==> src/rtl/l2_rr_arbiter_if.sv <==
// -----------------------------------------------------------------------------
// l2_rr_arbiter_if
// Bundles the L1-side request/response signals and the L2 port of the shared
// L2 arbiter.
//   slave  : arbiter view. It samples the requests and L2 returns, and drives
//            the responses and L2 strobes.
//   master : environment view. It covers the L1 caches and the L2 model.
// Parameters: ADDR_W (address width), LINE_W (cache line width).
// -----------------------------------------------------------------------------
interface l2_rr_arbiter_if #(
  parameter int ADDR_W = 32,
  parameter int LINE_W = 256
);
  // I-cache miss path (read-only)
  logic              i_read;
  logic [ADDR_W-1:0] i_addr;
  logic [LINE_W-1:0] i_rdata;
  logic              i_resp;
  // D-cache miss/writeback path
  logic              d_read;
  logic              d_write;
  logic [ADDR_W-1:0] d_addr;
  logic [LINE_W-1:0] d_wdata;
  logic [LINE_W-1:0] d_rdata;
  logic              d_resp;
  // L2 port
  logic              l2_read;
  logic              l2_write;
  logic [ADDR_W-1:0] l2_addr;
  logic [LINE_W-1:0] l2_wdata;
  logic [LINE_W-1:0] l2_rdata;
  logic              l2_resp;

  modport slave (
    input  i_read, i_addr, d_read, d_write, d_addr, d_wdata, l2_rdata, l2_resp,
    output i_rdata, i_resp, d_rdata, d_resp, l2_read, l2_write, l2_addr, l2_wdata
  );

  modport master (
    output i_read, i_addr, d_read, d_write, d_addr, d_wdata, l2_rdata, l2_resp,
    input  i_rdata, i_resp, d_rdata, d_resp, l2_read, l2_write, l2_addr, l2_wdata
  );
endinterface

==> src/rtl/l2_rr_arbiter.sv <==
// -----------------------------------------------------------------------------
// l2_rr_arbiter
// Shares the single L2 port between the I-cache miss path and the D-cache
// miss/writeback path.
// - It arbitrates between the two sides in round-robin order.
// - It latches the winner's address and write line.
// - It runs one L2 transaction at a time.
// - It returns the result to the winner as a one-cycle response pulse.
//
// Ports:
//   clk    : clock; all state changes on the rising edge
//   rst_n  : asynchronous active-low reset
//   bus    : l2_rr_arbiter_if.slave, carrying these signals:
//            i_read/i_addr -> i_rdata/i_resp
//            d_read/d_write/d_addr/d_wdata -> d_rdata/d_resp
//            l2_read/l2_write/l2_addr/l2_wdata <- l2_rdata/l2_resp
//
// Build option:
//   L2_ARB_FIXED_PRIO_EN : when defined, the I side always wins a tie. This is
//                          the legacy instruction-first policy, and no
//                          last-grant state is kept. When undefined, ties
//                          alternate between the two sides.
// -----------------------------------------------------------------------------
module l2_rr_arbiter #(
  parameter int ADDR_W = 32,
  parameter int LINE_W = 256
) (
  input  logic             clk,
  input  logic             rst_n,
  l2_rr_arbiter_if.slave   bus
);

  typedef enum logic [2:0] {
    IDLE     = 3'd0,
    BUSY_IRD = 3'd1,
    BUSY_DRD = 3'd2,
    BUSY_DWR = 3'd3,
    RESP     = 3'd4
  } state_t;

  state_t            r_state;
  logic              r_l2_read;
  logic              r_l2_write;
  logic [ADDR_W-1:0] r_l2_addr;
  logic [LINE_W-1:0] r_l2_wdata;
  logic [LINE_W-1:0] r_i_rdata;
  logic [LINE_W-1:0] r_d_rdata;
  logic              r_i_resp;
  logic              r_d_resp;

  logic w_d_req;
  logic w_grant_i;
  logic w_grant_d;

  assign w_d_req = bus.d_read | bus.d_write;

`ifdef L2_ARB_FIXED_PRIO_EN
  // Instruction-first: the I side wins whenever it asks.
  assign w_grant_i = bus.i_read;
`else
  // Set when the D side won the last grant, so the I side wins the next tie.
  logic r_last_grant_d;
  assign w_grant_i = bus.i_read & (~w_d_req | r_last_grant_d);
`endif
  assign w_grant_d = w_d_req & ~w_grant_i;

  always_ff @(posedge clk or negedge rst_n) begin
    if (!rst_n) begin
      r_state    <= IDLE;
      r_l2_read  <= 1'b0;
      r_l2_write <= 1'b0;
      r_l2_addr  <= '0;
      r_l2_wdata <= '0;
      r_i_rdata  <= '0;
      r_d_rdata  <= '0;
      r_i_resp   <= 1'b0;
      r_d_resp   <= 1'b0;
`ifndef L2_ARB_FIXED_PRIO_EN
      r_last_grant_d <= 1'b1;
`endif
    end else begin
      // The response pulses last one cycle by default.
      r_i_resp <= 1'b0;
      r_d_resp <= 1'b0;
      case (r_state)
        IDLE: begin
          if (w_grant_i || w_grant_d) begin
            r_l2_addr  <= w_grant_i ? bus.i_addr : bus.d_addr;
            r_l2_wdata <= bus.d_wdata;
`ifndef L2_ARB_FIXED_PRIO_EN
            r_last_grant_d <= w_grant_d;
`endif
            if (w_grant_i) begin
              r_state   <= BUSY_IRD;
              r_l2_read <= 1'b1;
            end else if (bus.d_write) begin
              // A D-side write takes precedence over a simultaneous D-side read.
              r_state    <= BUSY_DWR;
              r_l2_write <= 1'b1;
            end else begin
              r_state   <= BUSY_DRD;
              r_l2_read <= 1'b1;
            end
          end
        end
        BUSY_IRD: begin
          if (bus.l2_resp) begin
            r_i_rdata <= bus.l2_rdata;
            r_i_resp  <= 1'b1;
            r_l2_read <= 1'b0;
            r_state   <= RESP;
          end
        end
        BUSY_DRD: begin
          if (bus.l2_resp) begin
            r_d_rdata <= bus.l2_rdata;
            r_d_resp  <= 1'b1;
            r_l2_read <= 1'b0;
            r_state   <= RESP;
          end
        end
        BUSY_DWR: begin
          if (bus.l2_resp) begin
            r_d_resp   <= 1'b1;
            r_l2_write <= 1'b0;
            r_state    <= RESP;
          end
        end
        // Requests are deliberately not sampled here. They are arbitrated
        // in the next IDLE cycle.
        RESP:    r_state <= IDLE;
        default: r_state <= IDLE;
      endcase
    end
  end

  assign bus.l2_read  = r_l2_read;
  assign bus.l2_write = r_l2_write;
  assign bus.l2_addr  = r_l2_addr;
  assign bus.l2_wdata = r_l2_wdata;
  assign bus.i_rdata  = r_i_rdata;
  assign bus.i_resp   = r_i_resp;
  assign bus.d_rdata  = r_d_rdata;
  assign bus.d_resp   = r_d_resp;

endmodule

==> src/flat_wrapper.sv <==
// flat-port wrapper written by rule: the top's interface ports become plain ports
module l2_rr_arbiter_flat 
#(
  parameter int ADDR_W = 32,
  parameter int LINE_W = 256
)
  (clk, rst_n, bus_i_read, bus_i_addr, bus_d_read, bus_d_write, bus_d_addr, bus_d_wdata, bus_l2_rdata, bus_l2_resp, bus_i_rdata, bus_i_resp, bus_d_rdata, bus_d_resp, bus_l2_read, bus_l2_write, bus_l2_addr, bus_l2_wdata);
  l2_rr_arbiter_if #(.ADDR_W(ADDR_W), .LINE_W(LINE_W)) bus_i ();
  input  logic clk;
  input  logic rst_n;
  input wire logic [$bits(bus_i.i_read)-1:0] bus_i_read;
  input wire logic [$bits(bus_i.i_addr)-1:0] bus_i_addr;
  input wire logic [$bits(bus_i.d_read)-1:0] bus_d_read;
  input wire logic [$bits(bus_i.d_write)-1:0] bus_d_write;
  input wire logic [$bits(bus_i.d_addr)-1:0] bus_d_addr;
  input wire logic [$bits(bus_i.d_wdata)-1:0] bus_d_wdata;
  input wire logic [$bits(bus_i.l2_rdata)-1:0] bus_l2_rdata;
  input wire logic [$bits(bus_i.l2_resp)-1:0] bus_l2_resp;
  output wire logic [$bits(bus_i.i_rdata)-1:0] bus_i_rdata;
  output wire logic [$bits(bus_i.i_resp)-1:0] bus_i_resp;
  output wire logic [$bits(bus_i.d_rdata)-1:0] bus_d_rdata;
  output wire logic [$bits(bus_i.d_resp)-1:0] bus_d_resp;
  output wire logic [$bits(bus_i.l2_read)-1:0] bus_l2_read;
  output wire logic [$bits(bus_i.l2_write)-1:0] bus_l2_write;
  output wire logic [$bits(bus_i.l2_addr)-1:0] bus_l2_addr;
  output wire logic [$bits(bus_i.l2_wdata)-1:0] bus_l2_wdata;
  assign bus_i.i_read = bus_i_read;
  assign bus_i.i_addr = bus_i_addr;
  assign bus_i.d_read = bus_d_read;
  assign bus_i.d_write = bus_d_write;
  assign bus_i.d_addr = bus_d_addr;
  assign bus_i.d_wdata = bus_d_wdata;
  assign bus_i.l2_rdata = bus_l2_rdata;
  assign bus_i.l2_resp = bus_l2_resp;
  assign bus_i_rdata = bus_i.i_rdata;
  assign bus_i_resp = bus_i.i_resp;
  assign bus_d_rdata = bus_i.d_rdata;
  assign bus_d_resp = bus_i.d_resp;
  assign bus_l2_read = bus_i.l2_read;
  assign bus_l2_write = bus_i.l2_write;
  assign bus_l2_addr = bus_i.l2_addr;
  assign bus_l2_wdata = bus_i.l2_wdata;
  l2_rr_arbiter #(.ADDR_W(ADDR_W), .LINE_W(LINE_W)) u_core (.clk(clk), .rst_n(rst_n), .bus(bus_i));
endmodule
==> config.mk <==
export PLATFORM = sky130hd
export DESIGN_NAME = l2_rr_arbiter_flat
export DESIGN_NICKNAME = d
export VERILOG_FILES = /design/src/rtl/l2_rr_arbiter_if.sv /design/src/rtl/l2_rr_arbiter.sv /design/src/flat_wrapper.sv
export SDC_FILE = /design/constraint.sdc
export NUM_CORES = 1
export LEC_CHECK = 0
export CAP_MARGIN = 20
export CORE_AREA = 2 2 538 540
export DETAILED_ROUTE_END_ITERATION = 6
export DIE_AREA = 0 0 540 542
export SLEW_MARGIN = 10
export SYNTH_ARGS = -nofsm -noshare
export SYNTH_HDL_FRONTEND = slang
export SYNTH_SLANG_ARGS = --single-unit
==> constraint.sdc <==
create_clock -name clk -period 2.4 [get_ports clk]
set_input_delay 0.36 -clock clk [delete_from_list [all_inputs] [get_ports clk]]
set_output_delay 0.36 -clock clk [all_outputs]
set_load 0.005 [all_outputs]
==> results.md <==
- The remaining max-slew budget at the tightest pin is 58.3%.
- The final layout contains 3943 nets.
- In this run the number of H-tree levels came out at 3.
- The cell type group with the largest total delay on the critical path is buffers and inverters.
- The number of maximum-capacitance constraint violations is 0.
- The leakage component of the power is 21.5 nW.
- The die boundary width is roughly 540 um.
- The placement-stage worst setup slack is -0.171 ns.
- Yosys attributes the largest share of cell area to dfrtp_1 (65%), mux2_2 (22%), mux2_4 (8.4%).
- The total clock buffers created by CTS is between 100 and 150.
- The share of the Yosys chip area taken by registers is 65.1%.
- The number of antenna violations at the first check in global routing is 146.
- Buffers added to address setup during post-CTS repair amount to 0.
- Relative to the synthesized area, the layout overhead comes to 73.9%.
- The fraction of registers with async set or reset after synthesis is 100%.
- No sink is reached through more buffers than the 4 on the longest clock path.
- The residual antenna-violating net count after detailed routing is 0.
- The number of rows created at floorplan is 197.
- The global-route wire length before repair is ~260000 um.
- The count of port buffers added during placement is 1385.
- By instance count, the leading cell after synthesis is dfrtp_1.
- The core box area is 0.287 mm2.
- The worst endpoint data arrival time is 1.96 ns.
- The flow ran to the end, and the final reports show no timing, DRC or antenna violations.
- The min-delay analysis places its worst path in the category input pin to asynchronous set/reset pin.
- The total placed cells including tap cells is about 7000.
- The number of different library cells used by synthesis comes to 27.
- The number of design rule violations left after detail routing is 0.
- After detailed routing, the total wire length is 207000 um.
- The detailed placement HPWL is 179000 um.
- The delay of the slowest cell on the worst path is between 0.7 and 0.8 ns.
- The worst-case vdd ir drop is 0.769 mV.
- The iteration-0 DRC count of the detailed router is about 1100.
- The critical path goes through clkdlybuf4s50_1.
- The latest clock arrival within the worst-skew pair is 0.82 ns.
- The total via count in the routed design is 23300.
- The ratio of total power to cell area is between 1000 and 1500 mW/mm2.
- Counting flops and latches in the post-synthesis netlist gives 808.
- The mean post-synth cell area is 16.8 um2.
- The CTS tree is done.
- After detailed placement, the total cell area comes to between 0.05 and 0.06 mm2.
- For the finished layout, the period the worst path requires is 2.32 ns.
- The worst setup path is captured at an output port.
- The first TritonRoute pass finished after 5 iterations.
- The cell type with the largest total area after synthesis is dfrtp_1.
- In this run the vertical extent of the chip is 542 um.
- For this run, the total global-route usage over all layers was measured as 13.7%.
- The final max-slew violation count is 0.
- The highest attainable clock frequency is 431 MHz.
- The number of fillers in the final layout is about 31000.
- The I/O pin count is 1386.
- The number of global-route vias before repair is around 25000.
- The share of post-route cells with drive strength above 1 is around a third.
- The post-layout instance count excluding filler cells is a little over 7000.
- The clock root buffer is clkbuf_16.
- The number of flops mapped to enable cells by yosys is 0.
- Adding up every negative setup slack in the final design gives 0 ns.
- The critical path start-end classification is register to output port.
- The initial core utilization is between 10% and 20%.
- Hold timing on the final database bottoms out at a slack of around 0.10 ns.
- Across the routed clock network, the largest skew measured is 0.0552 ns.
- Data on the critical path is required at its endpoint by slightly above 2 ns.
- The total nets after synthesis is between 2000 and 2500.
- The setup-violating endpoint count in the final report is 0.
- The library cell contributing the largest single delay on the critical path is clkdlybuf4s50_1.
- The finished layout cell area is ~0.054 mm2.
- The clock transition at the registers of the reported paths is around 0.06 ns.
- The commonest cells after synthesis are dfrtp_1 (807), mux2_2 (594), mux2_4 (174).
- The hold violation count in the final report is 0.
- The routed wirelength normalized by instance count is between 20 and 30 um.
- The average via count per standard cell is 3.21.
- Counting every sink on the clock net gives 808.
- For the pin with the worst max-slew slack, the measured transition is 0.628 ns.
- In the finished design, the share of the clock period the worst path needs comes to between 90 and 100%.
- For this run, the number of Yosys warnings is 0.
- In this run the worst path has a maximum fanout of 2.
- Among all flip-flop cells after synthesis, the most frequent one is dfrtp_1.
- The cell count after synthesis came out at 1847.
- The final estimated routing congestion in global placement is 0.946.
- Together, buffers and inverters on the worst path number 1.
- The die covers between 0.2 and 0.3 mm2.
- The fraction of post-synthesis cell area in the top cell type by area is 65.0%.
- The maximum number of pins on one net before global-route repair is 89.
- STA classifies the critical path startpoint as a register.
- The global route total overflow is 0.
- In the post-route analysis, the smallest setup slack over all paths is roughly 0.08 ns.
- The netlist area before placement is 0.0311 mm2.
- Setup repair after global routing left no endpoint under its margin.
==> path summary, 6_finish.rpt <==
check,from,to,slack [ns],cells after the start
min in group clk,bus_d_wdata[90],u_core.bus.l2_wdata[90],0.16,2
max in group asynchronous,rst_n,u_core.bus.l2_wdata[18],1.27,4
min,rst_n,u_core.bus.d_rdata[201],0.10,2
max reg2reg,u_core.r_state[1],u_core.bus.l2_wdata[204],0.25,6
max,u_core.bus.d_rdata[6],bus_d_rdata[6],0.08,1
min reg2reg,u_core.bus.i_rdata[214],u_core.bus.i_rdata[214],0.50,1
==> sequential cells by signal, indices dropped and copies added (netlist names) <==
name	cells
u_core.bus.i_rdata	256
u_core.r_last_grant_d	1
u_core.r_state	3
u_core.bus.d_rdata	256
u_core.bus.l2_write	1
u_core.bus.l2_wdata	256
u_core.bus.i_resp	1
u_core.bus.l2_addr	32
u_core.bus.l2_read	1
u_core.bus.d_resp	1
==> layout make-up <==
type | count | area [um2] | area share (%)
clock inverters | 32 | 537 | 0.993
well taps | 3781 | 4730 | 8.75
flip-flops and latches | 808 | 20200 | 37.4
inverters | 3 | 11.3 | 0.0208
clock buffers | 149 | 3010 | 5.57
multi-input cells | 924 | 10200 | 18.9
diodes | 23 | 57.6 | 0.106
repair buffers | 1522 | 15300 | 28.3
==> kinds of logic after synthesis <==
logic type / share of synthesized area [%]
AOI/OAI and AO/OA: 1.96
xor gates and xnor gates: 0.0282
buffers and inverters: 2.22
DFF: 65.1
muxes: 29.9
and+or+nand+nor: 0.793
==> placed cells by master, fill, tap and decap left out, drive strengths merged <==
cell / synthesis / layout
dlygate4sd3: 0 / 1
dfrtp: 807 / 807
buf: 87 / 149
or3: 1 / 1
dlymetal6s2s: 0 / 7
o41ai: 1 / 1
dfstp: 1 / 1
nor3: 1 / 1
a31oi: 36 / 36
clkinv: 0 / 10
dlygate4sd2: 0 / 62
nor3b: 1 / 1
a21oi: 35 / 35
inv: 3 / 10
xor2: 1 / 1
o21bai: 1 / 1
o21ba: 1 / 1
bufinv: 0 / 12
nand2b: 2 / 2
a21bo: 1 / 1
mux2: 768 / 768
and2: 1 / 1
nand3: 32 / 32
nand2: 2 / 2
clkinvlp: 0 / 3
clkdlybuf4s50: 0 / 1303
nor4bb: 1 / 1
clkbuf: 25 / 149
nor2: 3 / 3
o21ai: 33 / 33
diode: 0 / 23
nand3b: 2 / 2
o211ai: 1 / 1
==> power breakdown <==
group          internal (W)  total, W  switching, W
Combinational        0.0209    0.0358        0.0149
Clock               0.00997    0.0164       0.00646
Sequential           0.0207    0.0253       0.00456
==> timing repair <==
action                                  CTS  global route
endpoints found under the setup margin   66             7
hold buffers                              1             0
gates resized for setup                  66             7
pin swaps                                 0             0
hold endpoints to repair                369             0
==> stage by stage <==
step | total power (W) | utilization (%)
finish | 0.0775 | 18.8
global route | 0.0817 | 18.8
CTS | 0.0793 | 18.8
detailed placement | 0.0626 | 17.6
global placement | 0.0621 | 17.6
floorplan | 0.0369 | -
==> per-layer routing <==
layer  global-route usage, %  vias to the layer above  routed length, um
li1                        -                     9696                  -
met4                    3.63                      140               5400
met5                       0                        -                912
met1                    14.3                    11800              74300
met2                    21.7                     1294              93300
met3                    9.84                      377              32700
No activity file was read; power rests on OpenSTA's default activity.
